`config.mk`:
```
export PLATFORM = sky130hd
export DESIGN_NAME = writeback_unit
export DESIGN_NICKNAME = d
export VERILOG_FILES = /design/src/rtl/rv32_pkg.sv /design/src/rtl/load_extender.sv /design/src/rtl/writeback_unit.sv
export SDC_FILE = /design/constraint.sdc
export NUM_CORES = 1
export LEC_CHECK = 0
export CORE_MARGIN = 4
export CORE_UTILIZATION = 42
export CTS_BUF_LIST = sky130_fd_sc_hd__clkbuf_16
export DETAILED_ROUTE_END_ITERATION = 12
export PLACE_DENSITY_LB_ADDON = 0.12
export SYNTH_ARGS = -nofsm -noshare
export SYNTH_HDL_FRONTEND = slang
export SYNTH_SLANG_ARGS = --single-unit
```
`constraint.sdc`:
```
create_clock -name clk -period 2 [get_ports clk]
set_clock_uncertainty 0.15 [all_clocks]
set_input_delay 0.3 -clock clk [delete_from_list [all_inputs] [get_ports clk]]
set_output_delay 0.3 -clock clk [all_outputs]
set_load 0.05 [all_outputs]
```
`src/rtl/rv32_pkg.sv`:
```
// ============================================================================
// Module   : rv32_pkg
// Purpose  : Shared load encodings, writeback FSM states and constants.
// Revision : 1.0
// ============================================================================
`default_nettype none

package rv32_pkg;

    typedef enum logic [2:0] {
        LB  = 3'b000,
        LH  = 3'b001,
        LW  = 3'b010,
        LBU = 3'b100,
        LHU = 3'b101
    } load_funct3_t;

    typedef enum logic [1:0] {
        ST_IDLE     = 2'd0,
        ST_WAIT_MEM = 2'd1,
        ST_WRITE    = 2'd2,
        ST_FAULT    = 2'd3
    } wb_state_t;

    localparam logic [4:0] REG_ZERO = 5'd0;

    function automatic logic is_legal_load(input logic [2:0] funct3);
        return (funct3 == LB) || (funct3 == LH) || (funct3 == LW) ||
               (funct3 == LBU) || (funct3 == LHU);
    endfunction

endpackage

`default_nettype wire

```
`src/rtl/load_extender.sv`:
```
// ============================================================================
// Module   : load_extender
// Purpose  : Little-endian byte/halfword select with sign or zero extension.
// Revision : 1.0
// ============================================================================
`default_nettype none

module load_extender
    import rv32_pkg::*;
#(
    parameter int XLEN = 32
) (
    input  logic [2:0]      funct3,
    input  logic [1:0]      offset,
    input  logic [XLEN-1:0] word,
    output logic [XLEN-1:0] ext
);

    logic [7:0]  w_byte;
    logic [15:0] w_half;

    always_comb begin
        w_byte = word[7:0];
        case (offset)
            2'd0:    w_byte = word[7:0];
            2'd1:    w_byte = word[15:8];
            2'd2:    w_byte = word[23:16];
            default: w_byte = word[31:24];
        endcase
        w_half = offset[1] ? word[31:16] : word[15:0];
    end

    always_comb begin
        ext = word;
        case (funct3)
            LB:      ext = {{(XLEN-8){w_byte[7]}}, w_byte};
            LBU:     ext = {{(XLEN-8){1'b0}}, w_byte};
            LH:      ext = {{(XLEN-16){w_half[15]}}, w_half};
            LHU:     ext = {{(XLEN-16){1'b0}}, w_half};
            default: ext = word;
        endcase
    end

endmodule

`default_nettype wire

```
`src/rtl/writeback_unit.sv`:
```
// ============================================================================
// Module   : writeback_unit
// Purpose  : Register-file write driver merging ALU results and stalled loads.
//            Optional macro LOAD_MISALIGN_TRAP_EN traps misaligned LH/LHU/LW.
// Revision : 1.0
// ============================================================================
`default_nettype none

module writeback_unit
    import rv32_pkg::*;
#(
    parameter int XLEN           = 32,
    parameter int TIMEOUT_CYCLES = 255
) (
    input  logic            clk,
    input  logic            rst,
    input  logic            alu_valid,
    input  logic [4:0]      alu_rd,
    input  logic [XLEN-1:0] alu_result,
    input  logic            ld_valid,
    input  logic [4:0]      ld_rd,
    input  logic [2:0]      ld_funct3,
    input  logic [XLEN-1:0] ld_addr,
    output logic            mem_read,
    output logic [XLEN-1:0] mem_addr,
    input  logic            mem_busy,
    input  logic [XLEN-1:0] mem_rdata,
    output logic            write,
    output logic [4:0]      rd,
    output logic [XLEN-1:0] reg_write,
    output logic            stall,
    output logic            load_fault,
    output logic            misaligned
);

    localparam int              CNT_W    = $clog2(TIMEOUT_CYCLES + 1);
    localparam logic [CNT_W-1:0] CNT_LAST = CNT_W'(TIMEOUT_CYCLES - 1);

    wb_state_t        state_q, state_d;
    logic [CNT_W-1:0] count_q, count_d;
    logic [4:0]       rd_q, rd_d;
    logic [2:0]       funct3_q, funct3_d;
    logic [XLEN-1:0]  addr_q, addr_d;
    logic [XLEN-1:0]  data_q, data_d;
    logic [XLEN-1:0]  w_ext;
    logic             w_illegal;
    logic             w_misalign;

    assign w_illegal = !is_legal_load(ld_funct3);

`ifdef LOAD_MISALIGN_TRAP_EN
    logic misalign_q, misalign_d;

    assign w_misalign = (((ld_funct3 == LH) || (ld_funct3 == LHU)) && ld_addr[0]) ||
                        ((ld_funct3 == LW) && (ld_addr[1:0] != 2'b00));
    assign misaligned = (state_q == ST_FAULT) && misalign_q;
`else
    assign w_misalign = 1'b0;
    assign misaligned = 1'b0;
`endif

    load_extender #(
        .XLEN (XLEN)
    ) u_ext (
        .funct3 (funct3_q),
        .offset (addr_q[1:0]),
        .word   (data_q),
        .ext    (w_ext)
    );

    always_comb begin
        state_d  = state_q;
        count_d  = count_q;
        rd_d     = rd_q;
        funct3_d = funct3_q;
        addr_d   = addr_q;
        data_d   = data_q;
`ifdef LOAD_MISALIGN_TRAP_EN
        misalign_d = misalign_q;
`endif
        case (state_q)
            ST_IDLE: begin
                if (ld_valid) begin
                    rd_d     = ld_rd;
                    funct3_d = ld_funct3;
                    addr_d   = ld_addr;
                    count_d  = '0;
                    if (w_illegal) begin
                        state_d = ST_FAULT;
                    end else if (w_misalign) begin
                        state_d = ST_FAULT;
`ifdef LOAD_MISALIGN_TRAP_EN
                        misalign_d = 1'b1;
`endif
                    end else begin
                        state_d = ST_WAIT_MEM;
                    end
                end
            end
            ST_WAIT_MEM: begin
                // Counter tracks busy cycles already spent; the last allowed one trips the timeout.
                if (!mem_busy) begin
                    data_d  = mem_rdata;
                    count_d = '0;
                    state_d = ST_WRITE;
                end else if (count_q == CNT_LAST) begin
                    count_d = '0;
                    state_d = ST_FAULT;
                end else begin
                    count_d = count_q + 1'b1;
                end
            end
            ST_WRITE: begin
                state_d = ST_IDLE;
            end
            ST_FAULT: begin
`ifdef LOAD_MISALIGN_TRAP_EN
                misalign_d = 1'b0;
`endif
                state_d = ST_IDLE;
            end
            default: state_d = ST_IDLE;
        endcase
    end

    always_ff @(posedge clk) begin
        if (rst) begin
            state_q  <= ST_IDLE;
            count_q  <= '0;
            rd_q     <= REG_ZERO;
            funct3_q <= '0;
            addr_q   <= '0;
            data_q   <= '0;
`ifdef LOAD_MISALIGN_TRAP_EN
            misalign_q <= 1'b0;
`endif
        end else begin
            state_q  <= state_d;
            count_q  <= count_d;
            rd_q     <= rd_d;
            funct3_q <= funct3_d;
            addr_q   <= addr_d;
            data_q   <= data_d;
`ifdef LOAD_MISALIGN_TRAP_EN
            misalign_q <= misalign_d;
`endif
        end
    end

    always_comb begin
        write      = 1'b0;
        rd         = REG_ZERO;
        reg_write  = '0;
        stall      = 1'b0;
        mem_read   = 1'b0;
        mem_addr   = '0;
        load_fault = 1'b0;
        case (state_q)
            ST_IDLE: begin
                write     = alu_valid && (alu_rd != REG_ZERO);
                rd        = alu_rd;
                reg_write = alu_result;
                stall     = ld_valid;
            end
            ST_WAIT_MEM: begin
                mem_read = 1'b1;
                mem_addr = {addr_q[XLEN-1:2], 2'b00};
                stall    = 1'b1;
            end
            ST_WRITE: begin
                write     = (rd_q != REG_ZERO);
                rd        = rd_q;
                reg_write = w_ext;
            end
            ST_FAULT: begin
                load_fault = 1'b1;
            end
            default: ;
        endcase
    end

endmodule

`default_nettype wire
```
# ---- Yosys cells after proc, flatten, opt, wreduce, memory -nomap -nowiden
# Cells that the tools add are included.
dict set report word_totals {
  out_inout_bits 74
  elab_cells 59
  input_bits 114
  ff_bits 82
}
dict set report op_classes {
  add_sub_neg 1
  n_reduce_logical 17
  bitwise_logic 1
  n_mux 19
  eq_ne 15
}
# operator count
set op_table {}
lappend op_table {{$pmux W32 S4} 1}
lappend op_table {{$pmux W32 S2} 1}
lappend op_table {{$mux W32} 1}
lappend op_table {{$mux W8} 3}
lappend op_table {{$pmux W8 S3} 1}
lappend op_table {{$mux W16} 1}
lappend op_table {{$pmux W8 S2} 1}
lappend op_table {{$eq A3 B3 Y1 const B} 4}
lappend op_table {{$pmux W5 S2} 1}
lappend op_table {{$reduce_bool A5 Y1} 2}
lappend op_table {{$add A8 B1 Y8 const B} 1}
lappend op_table {{$eq A8 B8 Y1 const B} 1}
lappend op_table {{$mux W2} 4}
lappend op_table {{$reduce_and A2 Y1} 4}
lappend op_table {{$eq A2 B2 Y1 const B} 3}
lappend op_table {{$eq A3 B1 Y1 const B} 2}
lappend op_table {{$logic_not A3 Y1} 2}
lappend op_table {{$pmux W2 S3} 1}
lappend op_table {{$eq A2 B1 Y1 const B} 2}
lappend op_table {{$logic_not A2 Y1} 2}
lappend op_table {{$logic_or A1 B1 Y1} 4}
lappend op_table {{$pmux W1 S2} 2}
lappend op_table {{$eq A3 B2 Y1 const B} 1}
lappend op_table {{$ne A3 B3 Y1 const B} 1}
lappend op_table {{6 further kinds} 7}

# ---- Longest topological paths before layout
dict set report logic_depth {
  depth_word 8
  ltp_mapped 7
  depth_no_buf 6
}

# ---- Cells and area by module
# A second synthesis with hierarchy kept.
dict set report hier_totals {
  hier_cells 633
  hier_area_um2 4865.9
}
# mod cells_per_inst area_per_inst_um2 instances seq_area_each_um2
set modules_own_cells {}
lappend modules_own_cells {writeback_unit 500 3896.2 1 1641.6}
lappend modules_own_cells {load_extender 133 969.7 1 0.0}

# ---- Worst setup path before layout
# OpenSTA, ideal clock, no wires.
dict set report synth_timing {
  kind {register -> output}
  start {register addr_q[1]}
  end {output port reg_write[0]}
  required_time_ns 1.550
  setup_slack_ns -0.550
  t_arrival_ns 2.100
  stages_incl_launch_ff 7
  n_path_buf 2
  path_cell_list {dfxtp_1 > buf_4 > buf_2 > nor2b_1 > nand2_1 > o221ai_1 > o21ai_0}
}
dict set report synth_via {
  elab_chain_len 4
  elab_cells_between_ends 7
  classes_between {2 x eq/ne; 4 x mux; 1 x reduce/logical}
}
# element line
set synth_rtl {}
lappend synth_rtl {{start, declared} writeback_unit.sv:43} ;# logic [XLEN-1:0] addr_q, addr_d;
lappend synth_rtl {{start signal, assigned} writeback_unit.sv:142} ;# addr_q <= addr_d;
lappend synth_rtl {{$eq A2 B2 Y1 (tied with other cells)} load_extender.sv:24} ;# case (offset)
lappend synth_rtl {{$pmux W8 S3} load_extender.sv:24}
lappend synth_rtl {{$pmux W32 S4 *} load_extender.sv:35} ;# case (funct3)
lappend synth_rtl {{$pmux W32 S2 *} writeback_unit.sv:158} ;# case (state_q)
lappend synth_rtl {{end, declared} writeback_unit.sv:30} ;# output logic [XLEN-1:0] reg_write,
# Every way passes the cells marked *; elsewhere a longest branch is shown, timed or not.

# ---- Worst setup path in the final report
dict set report layout_timing {
  start {register addr_q[0]}
  end {output port reg_write[20]}
}
dict set report layout_via {
  elab_chain_len 4
  elab_cells_between_ends 6
  classes_between {2 x eq/ne; 3 x mux; 1 x reduce/logical}
}
# element line
set layout_rtl {}
lappend layout_rtl {{$eq A2 B2 Y1 (tied with other cells)} load_extender.sv:24}
lappend layout_rtl {{$pmux W8 S3 *} load_extender.sv:24}
lappend layout_rtl {{$pmux W32 S4 *} load_extender.sv:35}
lappend layout_rtl {{$pmux W32 S2 *} writeback_unit.sv:158}
# Marks and branches as above.

==> metrics.csv <==
stage,metric,value,unit
sta,clock.fmax,412.0,MHz
placement,dpl.cell_count,877,
logic_synthesis,syn_area_per_cell,7.441,sq um
critical_path,start_kind,flip-flop,
critical_path,crit_top_cell,buf_12,
layout,fillers,604,
logic_synthesis,synth_cells,568,
critical_path,rrSetupSlack,90,ps
sta,slew_viol_final,0,
routing,drc_errors,0,
global_route,gr-total-overflow,0,
sta,hold_viol_final,0,
logic_synthesis,async_flop_share,0,%
floorplanning,fp.dieW,108.3,microns
critical_path,cp_cell_sequence,nor2_2 -> mux2i_2 -> nor4b_4 -> buf_12 -> a221o_1 -> buf_12,
clock_tree,cts_tree,built,
logic_synthesis,synth_edf_count,0,
placement,pre_cts_ws,-401.3,ps
logic_synthesis,yosysTopAreaCell,dfxtp_1,
critical_path,r2r_cells,9,
sta,finalSetupViolCount,68,
critical_path,cp.buffers_inverters,2,
critical_path,cp-end-kind,primary output,
critical_path,r2r_start,state_q[1],
sta,finalCriticalPeriod,2427,ps
routing,drt_iter0_markers,299,
floorplanning,row_count,36,
clock_tree,clock_path_buffers,2,
floorplanning,die_area,0.01173,sq mm
sta,worst_slew_pin_slew,653.3,ps
global_route,antenna_found_initial,0,
layout,instances_no_fill,913,
clock_tree,htreeDepth,3,
clock_tree,ctsRootBufferMaster,clkbuf_16,
logic_synthesis,syn-cell-area,0.004227,sq mm
logic_synthesis,yosysSeqAreaShare,38.84,%
layout,multi_input_area,0.002614,sq mm
routing,num_vias,5048,
pwr,ir_drop,0.4279,mV
layout,final_util,81.34,%
global_route,grt_max_degree,65,
critical_path,cp_num_cells,6,
layout,seq_area,0.001649,sq mm
run_status,failed_checks,setup timing,
logic_synthesis,ys_ff_latch,82,
worst_hold_path,hp-start,rst,
placement,dpl.hpwl,11730,microns
clock_tree,clock_latency,330,ps
critical_path,worstPathArrival,1980,ps
layout,syn2layout_area_growth,88.10,%
floorplanning,start_util,43.24,%
run,drv_cap,0,
placement,portBuffers,184,
sta,rsz0062_at_grt,yes,
clock_tree,clk_pin_slew_worst_paths,70,ps
global_route,grt_pass1_vias,5105,
critical_path,critical_path_class,reg2out,
sta,tns,-16360,ps
floorplanning,num_io_pins,188,
clock_tree,hold_buffers,0,
floorplanning,coreArea,0.009774,sq mm
worst_hold_path,hold_depth,2,
layout,finalNetCount,891,
layout,final_common_cell,nand2_1,
layout,finalInstanceArea,0.007950,sq mm
critical_path,crit_slowest_cell,dfxtp_2,
global_route,grtUsageTotal,28.81,%
worst_hold_path,whs_endpoint,addr_q[11],
routing,antenna_left,0,
routing,firstDrtPassIters,5,
pwr,p_leak,3.031,nW
run_status,status,"finished, violations left",
critical_path,slowest_delay,350,ps
placement,placed_area,0.007071,sq mm
critical_path,reg2reg_to,funct3_q[1],
logic_synthesis,ys_warn_count,0,
clock_tree,numCtsBuffers,9,
critical_path,cp_top_family,simple AND/OR/NAND/NOR gates,
global_route,grt_pass1_wl,26400,microns
critical_path,crit_fanout,16,
routing,wl_per_cell,18.89,microns
floorplanning,chipHeight,108.3,microns
layout,final_cell_mix,"nand2_1, clkdlybuf4s50_1, a21oi_1, dfxtp_1, buf_12",
critical_path,worst_ep_required_time,1550,ps
sta,worst_slack,-427.3,ps
placement,place.gp.congestion,0.9837,
worst_hold_path,hp-class,in2reg,
routing,viasPerCell,5.529,
layout,drive_gt1_share,32.05,%
sta,finalCritPeriodShare,121.4,%
logic_synthesis,synthFlopType,dfxtp_1,
logic_synthesis,synth_top_cell_area_share,38.84,%
pwr,power_density,665.1,mW/mm^2
routing,routed_wl,17250,microns
clock_tree,cts_sinks,82,
logic_synthesis,synth_cell_types,50,
logic_synthesis,netlist_top_cells_area,"dfxtp_1, nand2_1, a21oi_1, and2_1, a221o_1",
sta,relSlewSlack,56.40,%
layout,antennaDiodeCount,0,
## sequential cells by signal, indices dropped and copies added, names as in the netlist
name      flops
addr_q       32
count_q       8
data_q       32
funct3_q      3
rd_q          5
state_q       2
## metal layers
| layer | routed length [microns] | vias up | GRT usage (%) |
|---|---|---|---|
| met3 | 1630 | 63 | 8.537 |
| met4 | 581 | 0 | 12.53 |
| met2 | 8706 | 281 | 51.91 |
| met1 | 6331 | 2359 | 31.18 |
| met5 | 0 | - | 0 |
| li1 | - | 2345 | - |
## where the power goes
group,internal (mW),switching [mW]
combinational,0.951,0.995
clock,0.850,0.705
sequential,1.72,0.0686
## kinds of logic after synthesis
| kind of cell | synth area share (%) |
|---|---|
| multiplexers | 2.753 |
| adder cells (fa/ha/maj) | 0.5920 |
| AO/OA/AOI/OAI | 22.97 |
| buffers and inverters | 7.341 |
| other | 0.08872 |
| AND/OR/NAND/NOR | 27.41 |
| flip-flops | 38.84 |
## cells in the mapped netlist (2+ instances only)
| cell type | count |
|---|---|
| a22oi_1 | 2 |
| mux2i_1 | 9 |
| buf_4 | 7 |
| nand2b_1 | 4 |
| a221o_1 | 16 |
| and2_1 | 32 |
| or3_1 | 2 |
| buf_2 | 17 |
| ha_1 | 2 |
| nor2_1 | 21 |
| nand3_1 | 7 |
| o221a_2 | 2 |
| inv_2 | 2 |
| nor4_1 | 3 |
| o21a_1 | 3 |
| nand4_1 | 3 |
| a32oi_1 | 6 |
| o211ai_1 | 7 |
| o21ai_0 | 13 |
| buf_6 | 3 |
| a21oi_1 | 84 |
| clkbuf_1 | 20 |
| dfxtp_1 | 82 |
| nor2b_1 | 3 |
| nand2_1 | 172 |
| o221ai_1 | 6 |
| a31oi_1 | 4 |
| inv_1 | 14 |
## repair_timing
action	in CTS	in global routing
pin swaps	40	10
setup endpoints to repair	62	70
setup buffers	12	6
gates resized for setup	87	24
cloned	3	0
## worst max-delay path by stage
stage | startpoint | endpoint | slack (ps)
6_report | addr_q[0] | reg_write[20] | -430
3_5_place_dp | addr_q[1] | reg_write[29] | -400
3_3_place_gp | addr_q[0] | reg_write[29] | -210
5_1_grt | addr_q[0] | reg_write[20] | -470
2_1_floorplan | addr_q[1] | reg_write[0] | -170
4_1_cts | addr_q[0] | reg_write[29] | -350
## per-stage QoR
stage,power [mW],hold WS (ps)
2_1_floorplan,2.644,281.7
3_3_place_gp,3.499,287.2
3_5_place_dp,3.530,292.3
4_1_cts,5.227,233.3
5_1_grt,5.471,248.7
6_report,5.288,232.0
## layout make-up
class | instances | area share [%]
Clock inverter | 7 | 0.6610
Inverter | 16 | 0.7554
Sequential cell | 82 | 20.74
Tap cell | 133 | 2.093
Clock buffer | 9 | 2.833
Multi-Input combinational cell | 424 | 32.88
Timing Repair Buffer | 242 | 40.04
(Power assumes the default switching activity.)
